`src/rtl/wave_osc_gen.sv`:
```
// wave_osc_gen: phase-accumulator oscillator (square/saw/triangle/mute), config applied at phase wrap.
// Optional WAVE_OSC_AMP_EN adds an 8-bit output gain stage (one extra cycle of latency).
module wave_osc_gen #(
  parameter int ACC_W  = 24,
  parameter int OUT_W  = 16,
  parameter int DUTY_W = 8
) (
  input  logic              clk,
  input  logic              reset,
  input  logic              enable,
  input  logic              sync,
  input  logic              cfg_valid,
  output logic              cfg_ready,
  input  logic [ACC_W-1:0]  cfg_step,
  input  logic [DUTY_W-1:0] cfg_duty,
  input  logic [1:0]        cfg_mode,
`ifdef WAVE_OSC_AMP_EN
  input  logic [7:0]        amp,
`endif
  output logic [OUT_W-1:0]  wave_out,
  output logic              out_valid,
  output logic              wrap
);
  typedef enum logic {IDLE, PENDING} state_e;
  state_e state_q, state_d;
  logic [ACC_W-1:0] acc_q, acc_d, step_q, step_sh_q;
  logic [DUTY_W-1:0] duty_q, duty_sh_q, t;
  logic [1:0] mode_q, mode_sh_q;
  logic [ACC_W:0] sum;
  logic [OUT_W-1:0] p, q, sq, saw, tri_w, smp_d;
  logic wrap_ev, capture, xfer;
  always_comb begin
    sum = {1'b0, acc_q} + {1'b0, step_q};
    wrap_ev = sync | (enable & sum[ACC_W]);
    acc_d = sync ? '0 : enable ? sum[ACC_W-1:0] : acc_q;
    cfg_ready = state_q == IDLE;
    capture = cfg_ready & cfg_valid;
    xfer = (state_q == PENDING) & (wrap_ev | ~enable);
    state_d = capture ? PENDING : xfer ? IDLE : state_q;
  end
  always_comb begin
    p = acc_q[ACC_W-1 -: OUT_W];
    t = acc_q[ACC_W-1 -: DUTY_W];
    q = p[OUT_W-1] ? ~(p << 1) : (p << 1);
    sq = (t < duty_q) ? {1'b0, {(OUT_W-1){1'b1}}} : {1'b1, {(OUT_W-1){1'b0}}};
    saw = {~p[OUT_W-1], p[OUT_W-2:0]};
    tri_w = {~q[OUT_W-1], q[OUT_W-2:0]};
    smp_d = mode_q == 2'b00 ? sq : mode_q == 2'b01 ? saw : mode_q == 2'b10 ? tri_w : '0;
  end
  always_ff @(posedge clk) begin
    if (reset) begin
      state_q   <= IDLE;
      acc_q     <= '0;
      step_q    <= '0;
      duty_q    <= {1'b1, {(DUTY_W-1){1'b0}}};
      mode_q    <= 2'b00;
      step_sh_q <= '0;
      duty_sh_q <= '0;
      mode_sh_q <= 2'b00;
    end else begin
      state_q <= state_d;
      acc_q   <= acc_d;
      if (capture) begin
        step_sh_q <= cfg_step;
        duty_sh_q <= cfg_duty;
        mode_sh_q <= cfg_mode;
      end
      if (xfer) begin
        step_q <= step_sh_q;
        duty_q <= duty_sh_q;
        mode_q <= mode_sh_q;
      end
    end
  end
`ifdef WAVE_OSC_AMP_EN
  localparam int LAT = 2;
  logic [7:0] amp_q, amp_sh_q, amp_p_q;
  logic [OUT_W-1:0] smp_q;
  logic signed [OUT_W+8:0] prod;
  // Gain travels with its sample so a config change never scales an old-period sample.
  always_comb prod = $signed({{9{smp_q[OUT_W-1]}}, smp_q}) * $signed({{(OUT_W+1){1'b0}}, amp_p_q});
  always_ff @(posedge clk) begin
    if (reset) begin
      amp_q    <= 8'hFF;
      amp_sh_q <= 8'hFF;
      amp_p_q  <= 8'hFF;
      smp_q    <= '0;
      wave_out <= '0;
    end else begin
      if (capture) amp_sh_q <= amp;
      if (xfer) amp_q <= amp_sh_q;
      amp_p_q  <= amp_q;
      smp_q    <= smp_d;
      wave_out <= amp_p_q == 8'hFF ? smp_q : prod[OUT_W+7:8];
    end
  end
`else
  localparam int LAT = 1;
  always_ff @(posedge clk) wave_out <= reset ? '0 : smp_d;
`endif
  // Wrap is delayed to line up with the first sample computed from the new-period phase.
  logic [LAT:0] wp_q, vld_q;
  always_ff @(posedge clk) begin
    if (reset) begin
      wp_q  <= '0;
      vld_q <= '0;
    end else begin
      wp_q  <= {wp_q[LAT-1:0], wrap_ev};
      vld_q <= {vld_q[LAT-1:0], 1'b1};
    end
  end
  assign wrap = wp_q[LAT];
  assign out_valid = vld_q[LAT];
endmodule

```
`config.mk`:
```
export PLATFORM = sky130hd
export DESIGN_NAME = wave_osc_gen
export DESIGN_NICKNAME = d
export VERILOG_FILES = /design/src/rtl/wave_osc_gen.sv
export SDC_FILE = /design/constraint.sdc
export NUM_CORES = 1
export LEC_CHECK = 0
export ABC_CLOCK_PERIOD_IN_PS = 2400
export CAP_MARGIN = 10
export CORE_ASPECT_RATIO = 1.75
export CORE_MARGIN = 2
export CORE_UTILIZATION = 45
export DETAILED_ROUTE_END_ITERATION = 16
export HOLD_SLACK_MARGIN = 0.15
export PLACE_DENSITY = 0.74
export SLEW_MARGIN = 20
export SYNTH_ARGS = -nofsm -noshare
export SYNTH_HDL_FRONTEND = slang
export SYNTH_SLANG_ARGS = --single-unit
```
`constraint.sdc`:
```
create_clock -name clk -period 2.4 [get_ports clk]
set_clock_uncertainty 0.15 [all_clocks]
set_input_delay 0.48 -clock clk [delete_from_list [all_inputs] [get_ports clk]]
set_output_delay 0.48 -clock clk [all_outputs]
set_load 0.02 [all_outputs]
```
==> results.sh <==
export IMPL_outcome="finished, violations left"
export IMPL_violations="negative setup slack"
export IMPL_synthMostInstantiatedCell="dfxtp_1"
export IMPL_r2r_setup_slack_ns=-0.25
export IMPL_cpPeakStageDelay_ns=0.34
export IMPL_p_leak_nw=3.390
export IMPL_timing_fmax_mhz=377.1
export IMPL_crit_chain="ha_4 > fa_2 > a211oi_2 > o21ai_2 > o211ai_1 > a21oi_2 > o21ai_4 > buf_12 > clkbuf_16 > mux2i_1 > nor2_1"
export IMPL_rr_worst_depth=11
export IMPL_die_area_um2=13090
export IMPL_die_w_um=87.34
export IMPL_synth_edf_count=0
export IMPL_layout_drive_gt1_share_pct=18.27
export IMPL_min_path_cells=2
export IMPL_clock_path_buffers=2
export IMPL_synth_cells=618
export IMPL_slowest_stage="dfxtp_2"
export IMPL_ys_top_cells_by_area="dfxtp_1 (41%), mux2i_1 (8.2%), ha_1 (7.1%)"
export IMPL_end_kind="flop"
export IMPL_cts_sinks=113
export IMPL_holdPathEnd="vld_q[0]$_DFF_P_"
export IMPL_syn_num_nets=689
export IMPL_start_kind="flop"
export IMPL_insertion_delay_ns=0.41
export IMPL_grt_pass1_vias=4665
export IMPL_grt_pass1_wl_um=21290
export IMPL_max_cap_violations=0
export IMPL_htreeDepth=4
export IMPL_ys_seq_area_share_pct=41.36
export IMPL_worstPathMaxFanout=10
export IMPL_antenna_left=0
export IMPL_postSynthAreaPerCell_um2=8.850
export IMPL_drt_iter0_markers=282
export IMPL_relSlewSlack_pct=29.01
export IMPL_drv_slew=0
export IMPL_grt_max_degree=39
export IMPL_hp_class="in2reg"
export IMPL_irDropWorstVdd_v=0.0004954
export IMPL_syn_to_final_growth_pct=34.45
export IMPL_clkSlewWorstSetupHoldPaths_ns=0.06
export IMPL_fin_setup_tns_ns=-5.593
export IMPL_grt_use_total_pct=20.75
export IMPL_clockRootBuffer="clkbuf_16"
export IMPL_die_height_um=149.8
export IMPL_crit_required_ns=2.53
export IMPL_cts_buffers=17
export IMPL_firstDrtPassIters=4
export IMPL_io_pins=58
export IMPL_min_delay_start="reset"
export IMPL_antenna_cells=0
export IMPL_fin_crit_sh_pct=110.5
export IMPL_synth_flop_cell="dfxtp_1"
export IMPL_worst_setup_path_type="reg2reg"
export IMPL_r2r_end="duty_q[2]$_SDFFE_PP0P_"
export IMPL_worstPathArrival_ns=2.78
export IMPL_synthTopCellsByCount="dfxtp_1 (113), nand2_1 (98), a21oi_1 (61), nor2_1 (58), mux2i_1 (45)"
export IMPL_antenna_found_initial=0
export IMPL_synth_top_area_cell="dfxtp_1"
export IMPL_worstMarginPinSlew_ns=1.057
export IMPL_p_total_mw=5.001
export IMPL_hpwl_um=9531
export IMPL_core_rowCount=53
export IMPL_syn_area_um2=5469
export IMPL_routedWlPerCell_um=15.79
export IMPL_drc=0
export IMPL_via_per_inst=5.377
export IMPL_ys_warn_count=0
export IMPL_power_density_nw_per_um2=680.1
export IMPL_final_nets=797
export IMPL_min_period_ns=2.652
export IMPL_worst_slack_ns=-0.2517
export IMPL_via_count=4710
export IMPL_core_um2=11940
export IMPL_start_util_pct=45.82
export IMPL_place_congestion=0.9563
export IMPL_ys_seq_elements=113
export IMPL_rsz0062_at_grt="yes"
export IMPL_port_buffers=57
export IMPL_wirelength_um=13830
export IMPL_synth_top_area_share_pct=41.36
export IMPL_grt_ovfl_total=0
export IMPL_synth_async_reset_ratio_pct=0
export IMPL_final_util_pct=61.60
export IMPL_setup_violations_final=37
export IMPL_yosysUniqueCellTypes=53
export IMPL_cts_tree="built"
export IMPL_hold_viol_final=0
export IMPL_r2r_start="acc_q[0]$_SDFFE_PP0P_"
cell usage in the layout, fill, tap and decap left out, types with 8 or more instances in the layout:
| cell type | instances |
|---|---|
| dfxtp_1 | 110 |
| nand2_1 | 97 |
| nor2_1 | 58 |
| buf_4 | 58 |
| a21oi_1 | 56 |
| clkdlybuf4s50_1 | 56 |
| mux2i_1 | 42 |
| ha_1 | 29 |
| xor2_1 | 25 |
| clkbuf_16 | 20 |
| o21ai_0 | 18 |
| inv_1 | 16 |
| xnor2_1 | 11 |
| a221o_1 | 10 |
| a21o_1 | 9 |
| and2_1 | 8 |
| nor2b_1 | 8 |
final cells by class:
cell class,count,area (µm²)
Clock buffer,18,439.2
Timing Repair Buffer,124,1170
Inverter,16,60.06
Clock inverter,14,156.4
Sequential cell,113,2266
Tap cell,137,171.4
Fill cell,953,4583
Multi-Input combinational cell,454,3090
routing by layer:
layer,GRT usage [%],up-vias,routed length [µm]
met5,0,-,0
met4,9.615,0,401
met3,4.523,33,424
met2,38.83,103,7692
met1,21.18,2220,5314
li1,-,2354,-
through the flow:
stage / cells / hold slack [ns] / cell area [µm²] / setup WS [ns]
3_5_place_dp: 834 / 0.2961 / 6491 / -0.1962
2_1_floorplan: 618 / 0.2638 / 5487 / -0.02828
3_3_place_gp: 834 / 0.2765 / 6491 / -0.1320
4_1_cts: 868 / 0.2342 / 7142 / -0.1792
5_1_grt: 876 / 0.2834 / 7353 / -0.3634
6_report: 876 / 0.2667 / 7353 / -0.2517
worst max-delay path by stage:
| stage | start | endpoint | slack, ns | cells past startpoint |
|---|---|---|---|---|
| floorplan | step_q[0]$_SDFFE_PP0P_ | step_q[10]$_SDFFE_PP0P_ | -0.03 | 11 |
| global placement | step_q[0]$_SDFFE_PP0P_ | acc_q[22]$_SDFFE_PP0P_ | -0.13 | 10 |
| detailed placement | step_q[0]$_SDFFE_PP0P_ | acc_q[22]$_SDFFE_PP0P_ | -0.20 | 10 |
| CTS | acc_q[0]$_SDFFE_PP0P_ | step_q[13]$_SDFFE_PP0P_ | -0.18 | 10 |
| global route | acc_q[0]$_SDFFE_PP0P_ | duty_q[2]$_SDFFE_PP0P_ | -0.36 | 11 |
| finish | acc_q[0]$_SDFFE_PP0P_ | duty_q[2]$_SDFFE_PP0P_ | -0.25 | 11 |
state kept, by name, summed over array words and instances, names as in the netlist:
name       cells
wave_out      16
vld_q          2
state_q        1
step_sh_q     24
mode_sh_q      2
duty_q         8
wp_q           2
mode_q         2
acc_q         24
duty_sh_q      8
step_q        24
cell families after synthesis:
kind of cell               count (synthesis)  synth area share, %
and+or+nand+nor                          193                15.19
AOI/OAI and AO/OA                        147                17.16
DFF                                      113                41.36
buffers and inverters                     51                4.667
muxes                                     45                8.236
xor gates and xnor gates                  37                5.925
adders and majority gates                 32                7.458
repair_timing:
| action | in CTS | in global routing |
|---|---|---|
| gates cloned | 0 | 3 |
| gates resized for setup | 12 | 21 |
| buffers inserted | 2 | 6 |
| hold buffers | 0 | 0 |
| pin swaps | 3 | 15 |
| setup endpoints to repair | 37 | 64 |
power by group:
group	internal (mW)	switching, mW	leakage, nW
registers	1.96	0.0402	0.926
logic	0.250	0.244	2.18
clock network	1.57	0.941	0.280
total	3.78	1.23	3.39
worst max-delay path: cells and delay by family (launching register included):
family | cells | cell delay (ns)
simple gates | 1 | 0.07
fa+ha+maj | 2 | 0.50
buf+inv | 2 | 0.33
compound gates | 5 | 0.89
mux | 1 | 0.23
flops | 1 | 0.34
Note: power is estimated with default switching activity, not from simulation.
